--- src/rtl/enc_pkg.sv ---
// Shared definitions for the RV32I instruction encoder:
// op enum, opcode/funct constants, error codes and funct3 helper.
package enc_pkg;

    typedef enum logic [4:0] {
        OP_ADD  = 5'd0,
        OP_SUB  = 5'd1,
        OP_SLL  = 5'd2,
        OP_XOR  = 5'd3,
        OP_SRL  = 5'd4,
        OP_OR   = 5'd5,
        OP_AND  = 5'd6,
        OP_ADDI = 5'd7,
        OP_SLLI = 5'd8,
        OP_XORI = 5'd9,
        OP_SRLI = 5'd10,
        OP_ORI  = 5'd11,
        OP_ANDI = 5'd12,
        OP_LW   = 5'd13,
        OP_SW   = 5'd14,
        OP_BEQ  = 5'd15,
        OP_BNE  = 5'd16
    } op_e;

    localparam logic [6:0] OPC_R      = 7'b0110011;
    localparam logic [6:0] OPC_I      = 7'b0010011;
    localparam logic [6:0] OPC_LOAD   = 7'b0000011;
    localparam logic [6:0] OPC_STORE  = 7'b0100011;
    localparam logic [6:0] OPC_BRANCH = 7'b1100011;

    localparam logic [2:0] F3_ADD = 3'b000;
    localparam logic [2:0] F3_SLL = 3'b001;
    localparam logic [2:0] F3_XOR = 3'b100;
    localparam logic [2:0] F3_SRL = 3'b101;
    localparam logic [2:0] F3_OR  = 3'b110;
    localparam logic [2:0] F3_AND = 3'b111;
    localparam logic [2:0] F3_W   = 3'b010;
    localparam logic [2:0] F3_BEQ = 3'b000;
    localparam logic [2:0] F3_BNE = 3'b001;

    localparam logic [6:0] F7_BASE = 7'b0000000;
    localparam logic [6:0] F7_SUB  = 7'b0100000;

    localparam logic [1:0] ERR_NONE  = 2'b00;
    localparam logic [1:0] ERR_OP    = 2'b01;
    localparam logic [1:0] ERR_RANGE = 2'b10;
    localparam logic [1:0] ERR_ALIGN = 2'b11;

    // ALU funct3 shared by the register and immediate forms
    function automatic logic [2:0] alu_f3(input logic [4:0] op);
        case (op)
            OP_ADD, OP_SUB, OP_ADDI: alu_f3 = F3_ADD;
            OP_SLL, OP_SLLI:         alu_f3 = F3_SLL;
            OP_XOR, OP_XORI:         alu_f3 = F3_XOR;
            OP_SRL, OP_SRLI:         alu_f3 = F3_SRL;
            OP_OR, OP_ORI:           alu_f3 = F3_OR;
            OP_AND, OP_ANDI:         alu_f3 = F3_AND;
            default:                 alu_f3 = F3_ADD;
        endcase
    endfunction

endpackage

--- src/rtl/enc_fifo.sv ---
// Synchronous FIFO holding encoded instruction words.
// Push is ignored when full, pop is ignored when empty.
module enc_fifo
    import enc_pkg::*;
#(
    parameter int DEPTH = 4,
    parameter int W     = 32,
    parameter int CNT_W = 3
) (
    input  logic             clk,
    input  logic             rst,
    input  logic             push,
    input  logic [W-1:0]     din,
    input  logic             pop,
    output logic [W-1:0]     dout,
    output logic             full,
    output logic             empty,
    output logic [CNT_W-1:0] count
);

    localparam int AW = $clog2(DEPTH);

    logic [W-1:0]  mem [DEPTH];
    logic [AW-1:0] wr_ptr;
    logic [AW-1:0] rd_ptr;
    logic          do_push;
    logic          do_pop;

    assign full    = (count == CNT_W'(DEPTH));
    assign empty   = (count == '0);
    assign do_push = push && !full;
    assign do_pop  = pop && !empty;
    assign dout    = mem[rd_ptr];

    // Storage write; contents are don't-care until a push lands
    always_ff @(posedge clk) begin
        if (do_push) begin
            mem[wr_ptr] <= din;
        end
    end

    // Pointer and occupancy bookkeeping
    always_ff @(posedge clk) begin
        if (rst) begin
            wr_ptr <= '0;
            rd_ptr <= '0;
            count  <= '0;
        end else begin
            if (do_push) begin
                wr_ptr <= wr_ptr + 1'b1;
            end
            if (do_pop) begin
                rd_ptr <= rd_ptr + 1'b1;
            end
            case ({do_push, do_pop})
                2'b10:   count <= count + 1'b1;
                2'b01:   count <= count - 1'b1;
                default: count <= count;
            endcase
        end
    end

endmodule

--- src/rtl/instr_encoder.sv ---
// Encodes abstract op requests into RV32I words into a FIFO.
// ENC_STATS_EN adds issued_cnt / err_cnt saturating counters.
module instr_encoder
    import enc_pkg::*;
#(
    parameter int DEPTH = 4,
    parameter int CNT_W = 3
) (
    input  logic             clk,
    input  logic             rst,
    input  logic             in_valid,
    output logic             in_ready,
    input  logic [4:0]       in_op,
    input  logic [4:0]       in_rd,
    input  logic [4:0]       in_rs1,
    input  logic [4:0]       in_rs2,
    input  logic [12:0]      in_imm,
    output logic             out_valid,
    input  logic             out_ready,
    output logic [31:0]      out_instr,
`ifdef ENC_STATS_EN
    output logic [15:0]      issued_cnt,
    output logic [15:0]      err_cnt,
`endif
    output logic [CNT_W-1:0] count,
    output logic             err,
    output logic [1:0]       err_code
);

    logic [31:0] enc;
    logic [1:0]  code;
    logic [2:0]  f3;
    logic [6:0]  f7;
    logic        accept;
    logic        bad;
    logic        push;
    logic        full;
    logic        empty;
    logic [31:0] head;

    assign f3     = alu_f3(in_op);
    assign f7     = (in_op == OP_SUB) ? F7_SUB : F7_BASE;
    assign accept = in_valid && in_ready;
    assign bad    = accept && (code != ERR_NONE);
    assign push   = accept && (code == ERR_NONE);

    // Encode and validate the current request
    always_comb begin
        enc  = '0;
        code = ERR_NONE;
        case (in_op)
            OP_ADD, OP_SUB, OP_SLL, OP_XOR,
            OP_SRL, OP_OR, OP_AND: begin
                enc = {f7, in_rs2, in_rs1, f3, in_rd, OPC_R};
            end
            OP_ADDI, OP_XORI, OP_ORI, OP_ANDI: begin
                enc = {in_imm[11:0], in_rs1, f3, in_rd, OPC_I};
                if (in_imm[12] != in_imm[11]) code = ERR_RANGE;
            end
            OP_SLLI, OP_SRLI: begin
                enc = {7'b0, in_imm[4:0], in_rs1, f3, in_rd, OPC_I};
                if (in_imm[12:5] != '0) code = ERR_RANGE;
            end
            OP_LW: begin
                enc = {in_imm[11:0], in_rs1, F3_W, in_rd, OPC_LOAD};
                if (in_imm[12] != in_imm[11]) code = ERR_RANGE;
            end
            OP_SW: begin
                enc = {in_imm[11:5], in_rs2, in_rs1, F3_W,
                       in_imm[4:0], OPC_STORE};
                if (in_imm[12] != in_imm[11]) code = ERR_RANGE;
            end
            OP_BEQ, OP_BNE: begin
                enc = {in_imm[12], in_imm[10:5], in_rs2, in_rs1,
                       (in_op == OP_BNE) ? F3_BNE : F3_BEQ,
                       in_imm[4:1], in_imm[11], OPC_BRANCH};
                if (in_imm[0]) code = ERR_ALIGN;
            end
            default: begin
                code = ERR_OP;
            end
        endcase
    end

    enc_fifo #(
        .DEPTH (DEPTH),
        .W     (32),
        .CNT_W (CNT_W)
    ) u_fifo (
        .clk   (clk),
        .rst   (rst),
        .push  (push),
        .din   (enc),
        .pop   (out_ready),
        .dout  (head),
        .full  (full),
        .empty (empty),
        .count (count)
    );

    assign in_ready  = !full;
    assign out_valid = !empty;
    assign out_instr = empty ? 32'h0 : head;

    // Error pulse for rejected requests; code sticks until the next one
    always_ff @(posedge clk) begin
        if (rst) begin
            err      <= 1'b0;
            err_code <= ERR_NONE;
        end else begin
            err <= bad;
            if (bad) begin
                err_code <= code;
            end
        end
    end

`ifdef ENC_STATS_EN
    // Saturating counters of pushed and rejected requests
    always_ff @(posedge clk) begin
        if (rst) begin
            issued_cnt <= '0;
            err_cnt    <= '0;
        end else begin
            if (push && issued_cnt != 16'hFFFF) begin
                issued_cnt <= issued_cnt + 1'b1;
            end
            if (bad && err_cnt != 16'hFFFF) begin
                err_cnt <= err_cnt + 1'b1;
            end
        end
    end
`endif

endmodule
--- config.mk ---
export PLATFORM = sky130hd
export DESIGN_NAME = instr_encoder
export DESIGN_NICKNAME = d
export VERILOG_FILES = /design/src/rtl/enc_pkg.sv /design/src/rtl/enc_fifo.sv /design/src/rtl/instr_encoder.sv
export SDC_FILE = /design/constraint.sdc
export NUM_CORES = 1
export LEC_CHECK = 0
export CAP_MARGIN = 20
export CORE_ASPECT_RATIO = 0.6
export CORE_UTILIZATION = 50
export DETAILED_ROUTE_END_ITERATION = 6
export HOLD_SLACK_MARGIN = 0.1
export MAX_ROUTING_LAYER = met4
export PLACE_DENSITY = 0.76
export SYNTH_ARGS = -nofsm -noshare
export SYNTH_HDL_FRONTEND = slang
export SYNTH_HIERARCHICAL = 1
export SYNTH_SLANG_ARGS = --single-unit
--- constraint.sdc ---
create_clock -name clk -period 3.7 [get_ports clk]
set_clock_uncertainty 0.1 [all_clocks]
set_input_delay 0.555 -clock clk [delete_from_list [all_inputs] [get_ports clk]]
set_output_delay 0.555 -clock clk [all_outputs]
set_load 0.01 [all_outputs]
; ---- Word-level counts from Yosys, hierarchy flattened
; Memories as Yosys holds them, arrays and structs flattened. A register that Yosys moved wholly into a read port is not among the register bits.
; Index checks and enable logic that the tools add are counted.
[totals]
regBits = 10
mem_bits_rw = 128
mem_bits_ro = 48
mem_count = 2
[mem_list]
columns = name, words, word_bits, rd, rd_clocked_by_memory_dff, write_ports, line
row1 = u_fifo.mem, 4, 32, 1, 1, 1, enc_fifo.sv:23  ; logic [W-1:0] mem [DEPTH];
row2 = (no name shown), 16, 3, 1, 0, 0, enc_pkg.sv:51  ; case (op)
[op_classes]
reduce_logical = 18
mux = 14
eq_ne = 20
n_addsub = 4
[ops]
columns = cell, count
row1 = $pmux 32 s6, 1
row2 = $eq 5x4->1 const B, 8
row3 = $mux 32, 1
row4 = $eq 5x3->1 const B, 4
row5 = $eq 5x2->1 const B, 2
row6 = $mux 2, 5
row7 = $pmux 2 s4, 1
row8 = $reduce_bool 8->1, 1
row9 = $reduce_or 7->1, 1
row10 = $mux 6, 1
row11 = $pmux 3 s2, 1
row12 = $reduce_or 6->1, 1
row13 = $eq 5x1->1 const B, 1
row14 = $eq 5x5->1 const B, 1
row15 = $logic_and 1x1->1, 5
row16 = $logic_not 5->1, 1
row17 = $add 2x1->2 const B, 2
row18 = $reduce_bool 2->1, 2
row19 = $reduce_or 2->1, 2
row20 = $reduce_or 4->1, 1
row21 = $add 3x1->3 const B, 1
row22 = $eq 3x3->1 const B, 1
row23 = $logic_not 3->1, 1
row24 = $mux 1, 3
row25 = 7 further kinds, 8

; ---- Longest topological paths before layout
; Gate-level depths: netlist of run 1.
[depth]
depth_word = 8
depth_mapped = 16

; ---- Hierarchy
; The synthesis of run 1 kept the hierarchy.
[by_module_without_submodules]
columns = mod, area_per_inst_um2, seq_area_each_um2, instances, cells_per_inst
row1 = enc_fifo, 5146.2, 4023.9, 1, 221
row2 = instr_encoder, 1006.0, 60.1, 1, 148

; ---- Worst setup path before layout of run 1
; Ideal clock, no wire load.
[synth_timing]
kind = input port to flip-flop
startpoint = input in_op[0]
endpoint = register u_fifo.count[2]
cell_stages = 16
required_time_ns = 3.530
setup_slack_ns = 0.113
setup_time_ns = 0.070
t_arrival_ns = 3.417
n_path_buf = 1
path_cell_list = inv_1 ha_1 nor2_1 o211ai_4 or4_1 buf_2 and3_1 inv_1 nor2_2 inv_1 ha_1 inv_1 fa_1 xor2_1 or3_1 a21oi_1
[synth_between]
elab_chain_cells = 8
elab_cells_between_ends = 29
cone_classes = eq/ne: 18 / mux: 2 / reduce/logical: 9
[synth_rtl]
columns = item, line
row1 = from (decl), instr_encoder.sv:13  ; input logic [4:0] in_op,
row2 = $eq 5x1->1 (tied with other cells), instr_encoder.sv:51  ; case (in_op)
row3 = $reduce_or 7->1 (tied with other cells), instr_encoder.sv:51
row4 = $pmux 2 s4 *, instr_encoder.sv:51
row5 = $logic_not 2->1 *, instr_encoder.sv:45  ; assign push = accept && (code == ERR_NONE);
row6 = $logic_and 1x1->1 *, instr_encoder.sv:45
row7 = net push, instr_encoder.sv:36  ; logic push;
row8 = $logic_and 1x1->1 *, enc_fifo.sv:31  ; assign do_push = push && !full;
row9 = $eq 2x1->1 / $eq 2x2->1 (equally long branches), enc_fifo.sv:55  ; case ({do_push, do_pop})
row10 = $pmux 3 s2 / $reduce_bool 2->1 (equally long branches), --
row11 = to (signal assigned), enc_fifo.sv:56  ; 2'b10: count <= count + 1'b1;
row12 = to (signal assigned), enc_fifo.sv:57  ; 2'b01: count <= count - 1'b1;
row13 = to (signal assigned), enc_fifo.sv:58  ; default: count <= count;
row14 = to (decl), enc_fifo.sv:18  ; output logic [CNT_W-1:0] count
; The timed path passes the listed nets; every way through them passes the cells marked *.
; A chain may end at the register's enable or synchronous reset.

; ---- Worst setup path after layout of run 1
[layout_timing]
startpoint = input in_op[4]
endpoint = register u_fifo.count[2]
; The elaborated chain is that of the path after synthesis.

==> results of run 1 <==
==> path summary, 6_finish.rpt <==
path	startpoint	end	slack, ns	cells after the start
max	in_op[4]	u_fifo/count[2]$_SDFFE_PP0P_	0.14	15
min	u_fifo/wr_ptr[1]$_SDFFE_PP0P_	u_fifo/wr_ptr[1]$_SDFFE_PP0P_	0.42	2
max reg2reg	u_fifo/count[2]$_SDFFE_PP0P_	u_fifo/count[2]$_SDFFE_PP0P_	0.96	12
min reg2reg	u_fifo/wr_ptr[1]$_SDFFE_PP0P_	u_fifo/wr_ptr[1]$_SDFFE_PP0P_	0.42	2
==> cells in the final DEF (no fill, tap or decap), types with 5 or more instances in the layout <==
cell type	n
nor2_1	15
buf_12	5
nand2_1	9
ha_1	10
clkdlybuf4s50_1	73
a22o_1	9
conb_1	8
dfxtp_1	11
nor2b_1	38
inv_1	18
buf_4	38
and2_1	11
clkbuf_16	17
o21ai_0	8
edfxtp_1	128
nand2b_1	5
mux4_2	30
a21oi_1	9
clkinv_2	5
==> layout make-up <==
| type | instances | area [um^2] | share of cell area [%] |
|---|---|---|---|
| Clock buffer | 18 | 429.2 | 5.378 |
| Tap cell | 160 | 200.2 | 2.509 |
| Clock inverter | 13 | 95.09 | 1.192 |
| Multi-Input combinational cell | 201 | 1942 | 24.33 |
| Inverter | 20 | 75.07 | 0.9407 |
| Timing Repair Buffer | 119 | 1154 | 14.46 |
| Sequential cell | 140 | 4085 | 51.19 |
==> power breakdown <==
part | switching [W] | internal [W]
clock network | 0.000654 | 0.000856
logic | 0.000567 | 0.000691
registers | 0.0000754 | 0.00182
==> stage by stage <==
step	setup slack, ns	hold WS [ns]	utilization [%]	TNS [ns]	area (um^2)
floorplan	0.1134	0.3591	-	0	6178
global placement	-0.2553	0.3773	63.69	-0.2866	7411
detailed placement	-0.4910	0.3826	63.69	-7.443	7411
CTS	0.005329	0.4143	68.34	0	7953
global route	0.002363	0.4536	68.58	0	7980
finish	0.1420	0.4159	68.58	0	7980
==> registers in the layout, indices dropped and copies added, names as in the netlist, named ones only <==
name / flops
u_fifo/wr_ptr: 2
u_fifo/mem: 128
err_code: 2
err: 1
u_fifo/count: 3
u_fifo/rd_ptr: 2
==> routing by layer <==
layer | part of all wire [%] | wire length [um]
met1 | 45 | 5884
met2 | 47 | 6140
met3 | 7.2 | 944
met4 | 1.8 | 232
met5 | 0 | 0
==> kinds of logic (layout without fill, tap and decap cells) <==
family                   Yosys count  count (layout)  share of synthesized area, %
flip-flops                       140             140                         66.38
other                              1               8                       0.06095
AND/OR/NAND/NOR                   99              99                         9.599
multiplexers                      34              34                         12.16
XOR/XNOR                           3               3                        0.4272
AO/OA/AOI/OAI                     44              44                         5.410
adder cells (fa/ha/maj)           13              13                         2.766
buffers and inverters             35             170                         3.193
==> repair_timing <==
action,CTS,global route
gates cloned,0,0
hold buffers,0,0
resized for setup,7,10
pin swaps,0,1
endpoints found under the setup margin,1,2
==> critical path: stages <==
cell,delay (ns)
clkdlybuf4s50_1,0.62
or4bb_4,0.61
nand2_1,0.11
nand2_1,0.08
and2_1,0.20
and3_1,0.18
inv_1,0.10
nor2_2,0.06
inv_1,0.07
ha_1,0.17
inv_1,0.06
fa_1,0.37
xor2_1,0.16
or3_1,0.32
a21oi_1,0.14
==> impl_metrics.tcl, run 1 <==
set metrics [dict create \
    rows 30 \
    max_freq_ghz 0.2811 \
    vias 3642 \
    diodes 0 \
    post_drt_wl_per_cell_um 19.67 \
    die_w_um 145.2 \
    min-delay-path-class "reg -> reg" \
    clk_pin_slew_worst_paths_ns 0.06 \
    grt_pass1_vias 3653 \
    tightestPinTransition_ns 0.8282 \
    dp_hpwl_um 8399 \
    dr.pass1.iters 5 \
    grt_use_total_pct 22.95 \
    async_flop_share_pct 0 \
    viasPerCell 5.428 \
    fin_cells 671 \
    grt_pass1_wl_um 20330 \
    hold_viol 0 \
    cts-root-buf "clkbuf_16" \
    worstPathRequired_ns 3.94 \
    yosysTopAreaCellShare_pct 62.48 \
    start_kind "input pin" \
    synth_area_leaders "edfxtp_1 (62%), mux4_2 (11%), dfxtp_1 (3.9%), nor2b_1 (3.9%), ha_1 (2.4%)" \
    synth_area_mm2 0.006152 \
    rsz0062_at_grt "no" \
    ant_nets 0 \
    finalPower_w 0.004666 \
    fp.coreArea_mm2 0.01164 \
    clockBufferDepth 2 \
    drt_iter0_drc 262 \
    fillers 765 \
    period_share_pct 96.16 \
    drv_cap 0 \
    io_pins 77 \
    period_needed_ns 3.558 \
    ys_seq_area_share_pct 66.38 \
    powerDensity_mw_per_mm2 584.7 \
    ys_ff_latch 140 \
    synth_flop_cell "edfxtp_1" \
    gp_congestion 0.9183 \
    cp_max_fo 5 \
    grt_antenna_before_repair 0 \
    numCtsBuffers 17 \
    status "finished, final reports clean" \
    synth.most_common_cell "edfxtp_1" \
    postSynthCellCount 369 \
    max_slew_margin_pct 44.07 \
    yosysUniqueCellTypes 53 \
    area_growth_pct 29.71 \
    setup_viol 0 \
    clock-sinks 140 \
    port_buffers 76 \
    cp.arrival_ns 3.80 \
    insertion_delay_ns 0.42 \
    grt_overflow 0 \
    die-area_mm2 0.01277 \
    syn_avg_cell_area_um2 16.67 \
    synth_common_cells "edfxtp_1 (128), nor2b_1 (38), mux4_2 (30)" \
    yosysTopAreaCell "edfxtp_1" \
    crit_path_end_kind "register" \
    busiest_layer "met2" \
    ys.warnings.count 6 \
    htree_levels 4 \
    dp.cells 640 \
    start_util_pct 52.87 \
    power.leakage_nw 2.785 \
    slew_viol_final 0 \
    cts_tree "yes" \
    grt_max_degree 36 \
    gr-usage-met3_pct 5.781 \
    grt_use_met1_pct 31.15 \
    cts_setup_buffers 0 \
    routed_wl_um 13200 \
    max-vdd-ir-drop_v 0.0003153 \
    synth_edf_count 128 \
    layout-drive-gt1-share_pct 24.66 \
    nets 549 \
    fp.dieH_um 87.92 \
    worst-setup-path-type "in -> reg" \
    met2_usage_pct 34.05 \
    drc 0 \
]
No activity file was read; power rests on OpenSTA's default activity.
==> run 2, diff against run 1 <==
- RECOVER_POWER: unset -> 50
==> run 2 against run 1 <==
Effect of this change: sequential cell count did not move; non-clock buffer count is the same; sequential power barely moved; final cell count unchanged; worst hold slack lost 0.0061 ns; via count up 0.96%; sequential share of layout area is 0.33 points higher; global-route usage unchanged; critical path depth did not move; wire length fell by 0.11%; count of clock-buffer cells in the layout unchanged; design area down 0.64%; largest cell class unchanged.
==> impl_metrics.tcl, run 2 (synthesis results as in run 1) <==
set metrics [dict create \
    status "finished, final reports clean" \
    rsz0062_at_grt "no" \
    max_slew_margin_pct 39.18 \
    p_sw_share_pct 27.83 \
    switchingPower_w 0.001288 \
    io_pins 77 \
    dr.pass1.iters 5 \
    diodes 0 \
    post_drt_wl_per_cell_um 19.65 \
    layout-drive-gt1-share_pct 22.50 \
    dp.cells 640 \
    gp_congestion 0.9183 \
    grt_overflow 0 \
    cts_tree "yes" \
    fp.dieH_um 87.92 \
    internal_power_w 0.003340 \
    cts-root-buf "clkbuf_16" \
    r2r_cells 12 \
    grt_max_degree 36 \
    power.leakage_nw 2.809 \
    tightestPinTransition_ns 0.9005 \
    vias 3677 \
    routed_wl_um 13190 \
    cp_max_fo 7 \
    ant_nets 0 \
    p_comb_share_pct 26.4 \
    min_path_cells 2 \
    clock-sinks 140 \
    worst_slack_ns 0.1623 \
    drc 0 \
    dp_hpwl_um 8399 \
    die-area_mm2 0.01277 \
    min-delay-path-class "reg -> reg" \
    grt_use_total_pct 22.95 \
    period_needed_ns 3.538 \
    numCtsBuffers 17 \
    grt_pass1_wl_um 20330 \
    powerDensity_mw_per_mm2 583.6 \
    grt_pass1_vias 3653 \
    worstPathRequired_ns 3.94 \
    worst-setup-path-type "in -> reg" \
    htree_levels 4 \
    fillers 774 \
    start_kind "input pin" \
    area_growth_pct 28.88 \
    port_buffers 76 \
    period_share_pct 95.61 \
    fin_cells 671 \
    largestRegisters "u_fifo/mem (128), u_fifo/count (3)" \
    final_area_mm2 0.007929 \
    top_register "u_fifo/mem" \
    final_cell_mix "edfxtp_1 (128), clkdlybuf4s50_1 (55), nor2b_1 (38), buf_4 (33), mux4_2 (30)" \
    viasPerCell 5.480 \
    pre_cts_ws_ns -0.4910 \
    drv_cap 0 \
    multi_input_area_mm2 0.001909 \
    hold_buffers 0 \
    seqPwrFrac_pct 41.0 \
    largest_reg_flops 128 \
    finalPower_w 0.004628 \
    clockBufferDepth 2 \
    rows 30 \
    insertion_delay_ns 0.42 \
    start_util_pct 52.87 \
    nets 549 \
    clkPwrFrac_pct 32.6 \
    layout_commonest_cell "edfxtp_1" \
    placed_area_mm2 0.007411 \
    max-vdd-ir-drop_v 0.0003166 \
    hold_viol 0 \
    drt_iter0_drc 285 \
    fin_setup_tns_ns 0 \
    clk_pin_slew_worst_paths_ns 0.06 \
    max_freq_ghz 0.2827 \
    final-seq-area_mm2 0.004085 \
    setup_viol 0 \
    grt_antenna_before_repair 0 \
    die_w_um 145.2 \
    fp.coreArea_mm2 0.01164 \
    slew_viol_final 0 \
    cp.arrival_ns 3.78 \
    crit_path_end_kind "register" \
]
run 2: cell count changes in the layout (fill, tap and decap cells not counted), sizes merged:
cell / delta
buf: -5
dlygate4sd3: +18
clkbuf: +5
clkdlybuf4s50: -18
run 2: metal layers:
metal | vias to the layer above | track usage (%) | part of all wire, %
met5 | - | - | 0
met4 | 0 | 7.943 | 1.8
met3 | 22 | 5.781 | 7.2
met2 | 174 | 34.05 | 46
met1 | 1815 | 31.15 | 45
li1 | 1666 | - | -
run 2: area by class of cell:
cell class	instances	share of cell area (%)
clock buffer	18	5.413
clock inverter	13	1.199
inverter	20	0.9468
multi-input combinational	201	24.08
sequential	140	51.52
tap	160	2.525
timing repair buffer	119	14.31
run 2: path summary, 6_finish.rpt:
path | endpoint | start | slack, ns
worst max-delay path | u_fifo/count[2]$_SDFFE_PP0P_ | in_op[2] | 0.16
worst min-delay path | err_code[1]$_SDFFE_PP0P_ | err_code[1]$_SDFFE_PP0P_ | 0.41
worst max register to register | u_fifo/count[2]$_SDFFE_PP0P_ | u_fifo/count[2]$_SDFFE_PP0P_ | 0.99
worst min register to register | err_code[1]$_SDFFE_PP0P_ | err_code[1]$_SDFFE_PP0P_ | 0.41
run 2: critical path, stage by stage:
cell and delay (ns):
clkdlybuf4s50_1 0.55, buf_4 0.22, nand4b_2 0.11, o211ai_1 0.14
or4_1 0.58, and3_1 0.17, inv_1 0.09, nor2_2 0.06
inv_1 0.07, ha_1 0.17, inv_1 0.06, fa_1 0.37
xor2_1 0.16, or3_1 0.32, a21oi_1 0.14
run 2: power groups by stage:
stage               combinational (W)  sequential [W]  clock (W)
global placement              0.00124         0.00193          0
detailed placement            0.00126         0.00193          0
global route                  0.00132         0.00191    0.00159
CTS                           0.00127         0.00190    0.00153
floorplan                    0.000765         0.00189          0
finish                        0.00122         0.00190    0.00151
run 2: stage by stage:
step	hold slack [ns]	util (%)
floorplan	0.3591	-
global placement	0.3773	63.69
detailed placement	0.3826	63.69
CTS	0.4143	68.34
global route	0.4411	68.14
finish	0.4098	68.14
run 2: timing repair:
action                     CTS  global route
setup endpoints to repair    1             2
setup buffers                0             0
resized for setup            7            10
pin swaps                    0             1
==> run 3, diff against run 2 <==
- PLACE_DENSITY: 0.76 -> unset
- PLACE_DENSITY_LB_ADDON: unset -> 0.08
==> run 3 against run 2 <==
Effect of this change: wire length fell by 2.8%; utilization rose by 0.74 points; clock power rose by 9%; largest cell class unchanged.
==> impl_metrics.tcl, run 3 (synthesis results as in run 1) <==
set metrics [dict create \
    status "finished, final reports clean" \
    diodes 0 \
    die-area_mm2 0.01277 \
    clkPwrFrac_pct 34.7 \
    switchingPower_w 0.001320 \
    die_w_um 145.2 \
    nets 547 \
    top_register "u_fifo/mem" \
    post_drt_wl_per_cell_um 19.14 \
    fillers 791 \
    p_sw_share_pct 27.79 \
    layout_commonest_cell "edfxtp_1" \
    clockBufferDepth 2 \
    fp.coreArea_mm2 0.01164 \
    start_kind "input pin" \
    seqPwrFrac_pct 39.1 \
    grt_use_total_pct 22.57 \
    hold_viol 0 \
    rsz0062_at_grt "no" \
    worst-setup-path-type "in -> reg" \
    layout-drive-gt1-share_pct 22.75 \
    area_growth_pct 30.28 \
    power.leakage_nw 2.802 \
    path_delay_family "simple AND/OR/NAND/NOR gates" \
    grt_overflow 0 \
    drv_cap 0 \
    port_buffers 76 \
    cp.arrival_ns 3.79 \
    period_needed_ns 3.543 \
    largestRegisters "u_fifo/mem (128), u_fifo/count (3)" \
    internal_power_w 0.003432 \
    setup_viol 0 \
    powerDensity_mw_per_mm2 592.9 \
    drc 0 \
    tightestPinTransition_ns 0.8453 \
    cp_max_fo 8 \
    htree_levels 4 \
    start_util_pct 52.87 \
    max_freq_ghz 0.2822 \
    critPathMostFrequentCell "inv_1" \
    gp_congestion 0.8745 \
    crit_path_end_kind "register" \
    routed_wl_um 12820 \
    cts_setup_buffers 0 \
    dr.pass1.iters 4 \
    fp.dieH_um 87.92 \
    max-vdd-ir-drop_v 0.0003939 \
    post-route-util_pct 68.88 \
    drt_iter0_drc 249 \
    cts_tree "yes" \
    rows 30 \
    ant_nets 0 \
    largest_reg_flops 128 \
    whs_ns 0.3826 \
    path_cells "clkdlybuf4s50_1 -> or4bb_4 -> nand2_1 -> nand2_1 -> and2_1 -> and3_1 -> inv_1 -> nor2_2 -> inv_1 -> ha_1 -> inv_1 -> fa_1 -> xor2_1 -> or3_1 -> a21oi_1" \
    grt_pass1_vias 3741 \
    min-delay-path-class "reg -> reg" \
    worstPathRequired_ns 3.94 \
    grt_pass1_wl_um 20110 \
    fin_setup_tns_ns 0 \
    cp_slowest_cell "or4bb_4" \
    cts-root-buf "clkbuf_16" \
    cp_slowest_stage_delay_ns 0.64 \
    slew_viol_final 0 \
    cp_num_buf_inv 4 \
    grt_antenna_before_repair 0 \
    max_slew_margin_pct 43.05 \
    final_cell_mix "edfxtp_1 (128), clkdlybuf4s50_1 (60), nor2b_1 (38), buf_4 (30), mux4_2 (30)" \
    vias 3592 \
    numCtsBuffers 17 \
    dp_hpwl_um 8174 \
    insertion_delay_ns 0.42 \
    p_comb_share_pct 26.2 \
    viasPerCell 5.361 \
    io_pins 77 \
    period_share_pct 95.76 \
    clk_pin_slew_worst_paths_ns 0.06 \
    grt_max_degree 33 \
    hold_buffers 0 \
    clock-sinks 140 \
]
==> run 3: cell types whose count changed in the layout (fill, tap and decap cells not counted), sizes merged <==
cell and delta:
inv +4, clkinv -4, bufinv +1, clkbuf +2, dlygate4sd3 -5, clkdlybuf4s50 +5
buf -4
==> run 3: worst paths after layout <==
kind / start / cells past startpoint / slack [ns] / end
max: in_op[2] / 15 / 0.16 / u_fifo/count[2]$_SDFFE_PP0P_
max reg2reg: u_fifo/count[2]$_SDFFE_PP0P_ / 12 / 0.94 / u_fifo/count[2]$_SDFFE_PP0P_
min: err_code[1]$_SDFFE_PP0P_ / 2 / 0.38 / err_code[1]$_SDFFE_PP0P_
min reg2reg: err_code[1]$_SDFFE_PP0P_ / 2 / 0.38 / err_code[1]$_SDFFE_PP0P_
==> run 3: worst min-delay path: stages (launching register included) <==
cell and delay [ns]:
dfxtp_1 0.31, inv_1 0.07, a21oi_1 0.06
==> run 3: layout make-up <==
class / instances / area [um^2] / share of cell area, %
Inverter: 20 / 75.07 / 0.9366
Clock buffer: 18 / 429.2 / 5.354
Clock inverter: 14 / 153.9 / 1.920
Tap cell: 160 / 200.2 / 2.498
Sequential cell: 140 / 4085 / 50.97
Multi-Input combinational cell: 201 / 1968 / 24.56
Timing Repair Buffer: 117 / 1104 / 13.77
==> run 3: power by group through the flow <==
stage	Sequential (W)	Combinational (W)	Clock, W
3_3_place_gp	0.00189	0.00129	0
2_1_floorplan	0.00189	0.000765	0
5_1_grt	0.00187	0.00136	0.00174
6_report	0.00186	0.00125	0.00165
4_1_cts	0.00187	0.00131	0.00168
3_5_place_dp	0.00190	0.00130	0
==> run 3: stage by stage <==
step                cells  setup slack [ns]  total power [W]  cell area [um^2]
floorplan             376            0.1134         0.002654              6178
global placement      638           -0.2558         0.003178              7396
detailed placement    638           -0.4929         0.003198              7396
CTS                   670           0.04538         0.004851              7985
global route          670           0.03301         0.004967              8015
finish                670            0.1568         0.004752              8015
==> run 3: per-layer routing <==
| metal | wire length (um) | vias up | global-route usage, % |
|---|---|---|---|
| met5 | 0 | - | - |
| li1 | - | 1675 | - |
| met3 | 916 | 12 | 5.573 |
| met4 | 125 | 0 | 7.273 |
| met2 | 5935 | 135 | 33.78 |
| met1 | 5846 | 1770 | 30.69 |
==> run 3: repair_timing <==
action                     CTS  global route
gates resized for setup      3            23
pin swaps                    0             2
setup endpoints to repair    1             1
